$ cat config.mk
export PLATFORM = sky130hd
export DESIGN_NAME = sync_fifo_thr
export DESIGN_NICKNAME = d
export VERILOG_FILES = /design/src/rtl/sync_fifo_pkg.sv /design/src/rtl/fifo_mem_dp.sv /design/src/rtl/sync_fifo_thr.sv
export SDC_FILE = /design/constraint.sdc
export NUM_CORES = 1
export LEC_CHECK = 0
export CORE_AREA = 2 2 124 126
export DETAILED_ROUTE_END_ITERATION = 12
export DIE_AREA = 0 0 126 128
export GPL_TIMING_DRIVEN = 0
export HOLD_SLACK_MARGIN = 0.1
export PLACE_DENSITY = 0.68
export SYNTH_ARGS = -nofsm -noshare
export SYNTH_HDL_FRONTEND = slang
export SYNTH_HIERARCHICAL = 1
export SYNTH_SLANG_ARGS = --single-unit
$ cat constraint.sdc
create_clock -name clk -period 4.15 [get_ports clk]
set_input_delay 0.415 -clock clk [delete_from_list [all_inputs] [get_ports clk]]
set_output_delay 0.415 -clock clk [all_outputs]
set_load 0.02 [all_outputs]
$ cat src/rtl/sync_fifo_pkg.sv
// -----------------------------------------------------------------------------
// sync_fifo_pkg
// Shared constants for the thresholded synchronous FIFO:
//   - default data / pointer widths
//   - read-mode encodings (registered read vs first-word-fall-through)
//   - default almost_full margin and almost_empty level
//   - depth helper used to size storage and thresholds
// Optional feature macro used by the FIFO: SYNC_FIFO_THR_ERR_EN
// -----------------------------------------------------------------------------
package sync_fifo_pkg;

  localparam int DEF_DATA_W = 8;
  localparam int DEF_ADDR_W = 4;

  // Read-mode encodings for the FWFT parameter.
  localparam int MODE_REG  = 0;
  localparam int MODE_FWFT = 1;

  // almost_full defaults to DEPTH - DEF_AF_MARGIN.
  localparam int DEF_AF_MARGIN = 2;
  localparam int DEF_AE_LVL    = 2;

  function automatic int depth_of(input int addr_w);
    return 1 << addr_w;
  endfunction

endpackage

$ cat src/rtl/fifo_mem_dp.sv
// -----------------------------------------------------------------------------
// fifo_mem_dp
// Simple dual-port storage array, DEPTH = 2**ADDR_W words of DATA_W bits.
// One synchronous write port, one asynchronous read port, no reset (contents
// are don't-care until written).
// Ports:
//   clk     - write clock
//   w_en    - write strobe
//   w_addr  - write address
//   w_data  - write data
//   r_addr  - read address
//   r_data  - read data (combinational from r_addr)
// -----------------------------------------------------------------------------
module fifo_mem_dp
  import sync_fifo_pkg::*;
#(
  parameter int DATA_W = DEF_DATA_W,
  parameter int ADDR_W = DEF_ADDR_W
) (
  input  logic              clk,
  input  logic              w_en,
  input  logic [ADDR_W-1:0] w_addr,
  input  logic [DATA_W-1:0] w_data,
  input  logic [ADDR_W-1:0] r_addr,
  output logic [DATA_W-1:0] r_data
);

  localparam int DEPTH = depth_of(ADDR_W);

  logic [DATA_W-1:0] mem [DEPTH];

  always_ff @(posedge clk) begin
    if (w_en) begin
      mem[w_addr] <= w_data;
    end
  end

  assign r_data = mem[r_addr];

endmodule

$ cat src/rtl/sync_fifo_thr.sv
// -----------------------------------------------------------------------------
// sync_fifo_thr
// Single-clock FIFO with occupancy count, full/empty and programmable
// almost_full / almost_empty thresholds. Supports a registered-read mode
// (data_out loads on the accepting edge) and a first-word-fall-through mode
// (data_out shows the head entry whenever the FIFO is non-empty).
//
// Optional feature macro: SYNC_FIFO_THR_ERR_EN
//   When defined, adds sticky overflow/underflow error flags and an err_clr
//   input. When undefined those ports do not exist.
//
// Parameters:
//   DATA_W  - data word width
//   ADDR_W  - pointer width, DEPTH = 2**ADDR_W
//   AF_LVL  - almost_full when count >= AF_LVL
//   AE_LVL  - almost_empty when count <= AE_LVL
//   FWFT    - MODE_REG (0) or MODE_FWFT (1)
// Ports:
//   clk          - clock, rising edge
//   rst          - asynchronous active-low reset
//   w_en         - write request
//   data_in      - write data
//   r_en         - read request / pop acknowledge in FWFT mode
//   data_out     - read data
//   count        - occupancy 0..DEPTH
//   full, empty, almost_full, almost_empty - registered status flags
//   err_clr      - clears sticky error flags (macro only)
//   overflow     - sticky, set on a rejected write (macro only)
//   underflow    - sticky, set on a rejected read (macro only)
// -----------------------------------------------------------------------------
module sync_fifo_thr
  import sync_fifo_pkg::*;
#(
  parameter int DATA_W = DEF_DATA_W,
  parameter int ADDR_W = DEF_ADDR_W,
  parameter int AF_LVL = depth_of(ADDR_W) - DEF_AF_MARGIN,
  parameter int AE_LVL = DEF_AE_LVL,
  parameter int FWFT   = MODE_REG
) (
  input  logic              clk,
  input  logic              rst,
  input  logic              w_en,
  input  logic [DATA_W-1:0] data_in,
  input  logic              r_en,
  output logic [DATA_W-1:0] data_out,
  output logic [ADDR_W:0]   count,
  output logic              full,
  output logic              empty,
  output logic              almost_full,
  output logic              almost_empty
`ifdef SYNC_FIFO_THR_ERR_EN
  ,
  input  logic              err_clr,
  output logic              overflow,
  output logic              underflow
`endif
);

  localparam int             DEPTH   = depth_of(ADDR_W);
  localparam logic [ADDR_W:0] DEPTH_C = (ADDR_W+1)'(DEPTH);
  localparam logic [ADDR_W:0] ONE_C   = (ADDR_W+1)'(1);
  localparam logic           AF_RST  = (AF_LVL <= 0);
  localparam logic           AE_RST  = (AE_LVL >= 0);

  logic [ADDR_W-1:0] wr_ptr;
  logic [ADDR_W-1:0] rd_ptr;
  logic [ADDR_W-1:0] rd_ptr_nxt;
  logic [ADDR_W-1:0] mem_raddr;
  logic [DATA_W-1:0] mem_rdata;
  logic [ADDR_W:0]   count_nxt;
  logic [DATA_W-1:0] dout_nxt;
  logic              wr_acc;
  logic              rd_acc;
  logic              head_is_new;

  // A read needs stored data; a write into a full FIFO is only legal when a
  // read frees a slot on the same edge.
  assign rd_acc = r_en & ~empty;
  assign wr_acc = w_en & (~full | rd_acc);

  assign rd_ptr_nxt = rd_ptr + ADDR_W'(rd_acc);

  always_comb begin
    count_nxt = count;
    case ({wr_acc, rd_acc})
      2'b10:   count_nxt = count + ONE_C;
      2'b01:   count_nxt = count - ONE_C;
      default: count_nxt = count;
    endcase
  end

  // FWFT looks one entry ahead so the new head is ready on the next edge;
  // registered mode reads the current head on the accepting edge.
  assign mem_raddr = (FWFT == MODE_FWFT) ? rd_ptr_nxt : rd_ptr;

  // After this edge the head will be the word being written right now,
  // which is not in the array yet, so it must bypass from data_in.
  assign head_is_new = (count == '0) | ((count == ONE_C) & rd_acc);

  always_comb begin
    dout_nxt = data_out;
    if (FWFT == MODE_FWFT) begin
      if (count_nxt != '0) begin
        dout_nxt = head_is_new ? data_in : mem_rdata;
      end
    end else if (rd_acc) begin
      dout_nxt = mem_rdata;
    end
  end

  fifo_mem_dp #(
    .DATA_W (DATA_W),
    .ADDR_W (ADDR_W)
  ) u_mem (
    .clk    (clk),
    .w_en   (wr_acc),
    .w_addr (wr_ptr),
    .w_data (data_in),
    .r_addr (mem_raddr),
    .r_data (mem_rdata)
  );

  // Flags are registered from count_nxt so they always agree with count.
  always_ff @(posedge clk or negedge rst) begin
    if (!rst) begin
      wr_ptr       <= '0;
      rd_ptr       <= '0;
      count        <= '0;
      data_out     <= '0;
      full         <= 1'b0;
      empty        <= 1'b1;
      almost_full  <= AF_RST;
      almost_empty <= AE_RST;
    end else begin
      if (wr_acc) begin
        wr_ptr <= wr_ptr + ADDR_W'(1);
      end
      rd_ptr       <= rd_ptr_nxt;
      count        <= count_nxt;
      data_out     <= dout_nxt;
      full         <= (count_nxt == DEPTH_C);
      empty        <= (count_nxt == '0);
      almost_full  <= (int'(count_nxt) >= AF_LVL);
      almost_empty <= (int'(count_nxt) <= AE_LVL);
    end
  end

`ifdef SYNC_FIFO_THR_ERR_EN
  // Sticky error flags; a clear on the same edge as a new error wins.
  always_ff @(posedge clk or negedge rst) begin
    if (!rst) begin
      overflow  <= 1'b0;
      underflow <= 1'b0;
    end else if (err_clr) begin
      overflow  <= 1'b0;
      underflow <= 1'b0;
    end else begin
      if (w_en && !wr_acc) begin
        overflow <= 1'b1;
      end
      if (r_en && !rd_acc) begin
        underflow <= 1'b1;
      end
    end
  end
`else
  // No error tracking in this build; rejected requests are silently dropped.
`endif

endmodule

==> impl_metrics.toml <==
[run_status]
outcome = "complete, no violations"

[cts]
root_buffer = "clkbuf_16"
clk_pin_slew_ns = 0.06
cts_htree_levels = 4
postCtsSetupRepairBufs = 0
cts.repair.resized = 0
ctsLongestPathBuffers = 2
numCtsBuffers = 17
clock_latency_ns = 0.42
clock_sinks = 153
ctsHoldBuffers = 0
cts_tree = "built"

[grt]
grt_pass1_wl_um = 18600
track_usage = 0.159
grt_pass1_vias = 3208
antenna_found_initial = 0
overflow = 0
grt_max_degree = 26

[route]
drc = 0
vias = 3107
drt_pass1_iterations = 4
drtAntennaViolNets = 0
viasPerCell = 5.48
wl_um = 11900
first_iter_violations = 239
post_drt_wl_per_cell_um = 21.0

[timing]
min_period_ns = 3.04
worst_hold_slack_ns = 0.512
rsz0062_at_grt = "false"
fmax_ghz = 0.329
relSlewSlack = 0.129
tightest_slew_ns = 1.30
hold_violations = 0
setup_tns_ns = 0
slew_violations = 0
finalCritPeriodShare = 0.732
setup_viol = 0
fin_skew_ns = 0.00617

[die]
dieArea_um2 = 16100
core_um2 = 14900
num_rows = 45
initial_core_util = 0.418
io_pins = 29
die_w_um = 126
fp.dieH_um = 128

[placed_design]
io_buffers = 28
dp_hpwl_um = 7780
placed_area_um2 = 6720
gp_congestion = 0.781

[worst_setup_path]
path_class = "flip-flop to flip-flop"
required_ns = 4.50
endpoint_kind = "flip-flop"
crit_fanout = 12
arrival_ns = 3.38
critical-path-slowest-cell = "dfstp_2"
path_cells = "nor2b_1 -> buf_2 -> o21ai_1 -> ha_1 -> clkbuf_2 -> xor2_1 -> ha_1 -> o21ai_0 -> a31o_1 -> a21oi_2 -> nor3b_4 -> nor2b_1"
setup.worst_path.start_class = "flip-flop"
critical-path-max-stage-delay_ns = 0.53

[logic_synthesis]
ys.warnings.count = 6
synth-seq-cells = 153
syn_area_um2 = 6210
async_reset_ff_frac = 0.163
synth_edf_count = 128
ys_seq_area_frac = 0.720
syn-num-nets = 337
synth_ff_type = "edfxtp_1"
synthesis.instances = 318
synth_cell_types = 43
avgSynthCellArea_um2 = 19.5

[power]
power_density_nw_per_um2 = 741
vdd_ir_drop_max_v = 0.000352
leakage_uw = 0.00254

[final_layout]
fin_nets = 385
mostFrequentLayoutCell = "edfxtp_1"
filler_cell_count = 1274
drive_above_1_share = 0.208
final_cell_mix = "edfxtp_1, clkdlybuf4s50_1, dfrtp_1, mux4_2, clkbuf_16"
syn_to_final_growth_pct = 18.4
fin_util = 0.495
final_area_um2 = 7350
diodes = 0

[worst_hold_path]
hold_path.class = "flip-flop to flip-flop"

[run]
drv_cap = 0
==> synth_stat cells (2+ instances only) <==
cell type	n	area, um2
nand2_1	15	56.3
nand3_1	3	15.0
edfxtp_1	128	3840
nor3_1	6	30.0
clkdlybuf4s25_2	3	30.0
ha_1	7	87.6
xor2_1	5	43.8
mux4_2	18	405
and4b_1	2	20.0
dfstp_2	2	52.6
buf_2	4	20.0
inv_1	4	15.0
a31o_1	2	17.5
nand3b_1	2	15.0
xnor2_1	5	43.8
mux4_1	14	368
nor2b_1	5	31.3
o21ai_0	3	15.0
a22oi_1	16	120
nor2_1	16	60.1
nand2b_1	2	12.5
nand4_1	2	12.5
buf_6	3	33.8
buf_4	2	15.0
mux2i_1	2	20.0
dfrtp_1	23	576
mux2_2	8	90.1
==> cell type report <==
cell class	instances	area [um2]	area share
Clock inverter	13	191	0.0260
Buffer	13	104	0.0141
Tap cell	188	235	0.0320
Inverter	5	18.8	0.00255
Timing Repair Buffer	29	285	0.0388
Sequential cell	153	4470	0.608
Clock buffer	19	433	0.0589
Multi-Input combinational cell	147	1610	0.219
==> stage by stage <==
step / power [uW] / instances / setup slack [ns]
6_report: 5450 / 567 / 1.11
5_1_grt: 5720 / 567 / 0.828
4_1_cts: 5500 / 566 / 1.00
3_5_place_dp: 3870 / 534 / 0.561
3_3_place_gp: 3820 / 534 / 0.555
2_1_floorplan: 3280 / 318 / 1.37
==> path summary, 6_finish.rpt <==
kind                             start           to  slack, ns  depth (start not counted)
min reg2reg                data_out[4]  data_out[4]       0.51                          1
max reg2reg                      empty         full       1.11                         12
min in group asynchronous          rst    wr_ptr[1]       0.59                          1
max                              empty         full       1.11                         12
min                        data_out[4]  data_out[4]       0.51                          1
max in group asynchronous          rst     count[1]       2.92                          1
==> cell families (layout without fill, tap and decap cells) <==
| family | Yosys count | count (layout) | synth area share |
|---|---|---|---|
| AO/OA/AOI/OAI | 30 | 30 | 0.0399 |
| XOR/XNOR | 10 | 10 | 0.0141 |
| adder cells (fa/ha/maj) | 7 | 7 | 0.0141 |
| buffers and inverters | 18 | 79 | 0.0198 |
| flip-flops | 153 | 153 | 0.720 |
| multiplexers | 42 | 42 | 0.142 |
| AND/OR/NAND/NOR | 58 | 58 | 0.0494 |
==> metal layers <==
layer	track usage	vias up	part of all wire
met5	0	-	0
met4	0.0465	0	0.011
met3	0.0492	10	0.070
met2	0.257	100	0.50
met1	0.209	1609	0.42
li1	-	1388	-
==> power breakdown <==
part | switching, uW | total [uW] | leakage (uW) | internal (uW)
sequential | 184 | 2120 | 0.00145 | 1940
clock | 598 | 1610 | 0.000296 | 1010
combinational | 915 | 1720 | 0.000787 | 806
==> worst max-delay path, delay by kind of cell, from the launching register on <==
| family | cells | cell delay (ns) |
|---|---|---|
| AO/OA/AOI/OAI | 4 | 0.91 |
| AND/OR/NAND/NOR | 3 | 0.55 |
| flip-flops | 1 | 0.53 |
| adder cells (fa/ha/maj) | 2 | 0.48 |
| buffers and inverters | 2 | 0.41 |
| XOR/XNOR | 1 | 0.09 |
==> sequential cells by signal (all words and copies together), names as in the netlist <==
| name | cells |
|---|---|
| full | 1 |
| mem_raddr | 4 |
| u_mem/mem | 128 |
| almost_full | 1 |
| wr_ptr | 4 |
| almost_empty | 1 |
| empty | 1 |
| count | 5 |
| data_out | 8 |
No activity file was read; power rests on OpenSTA's default activity.
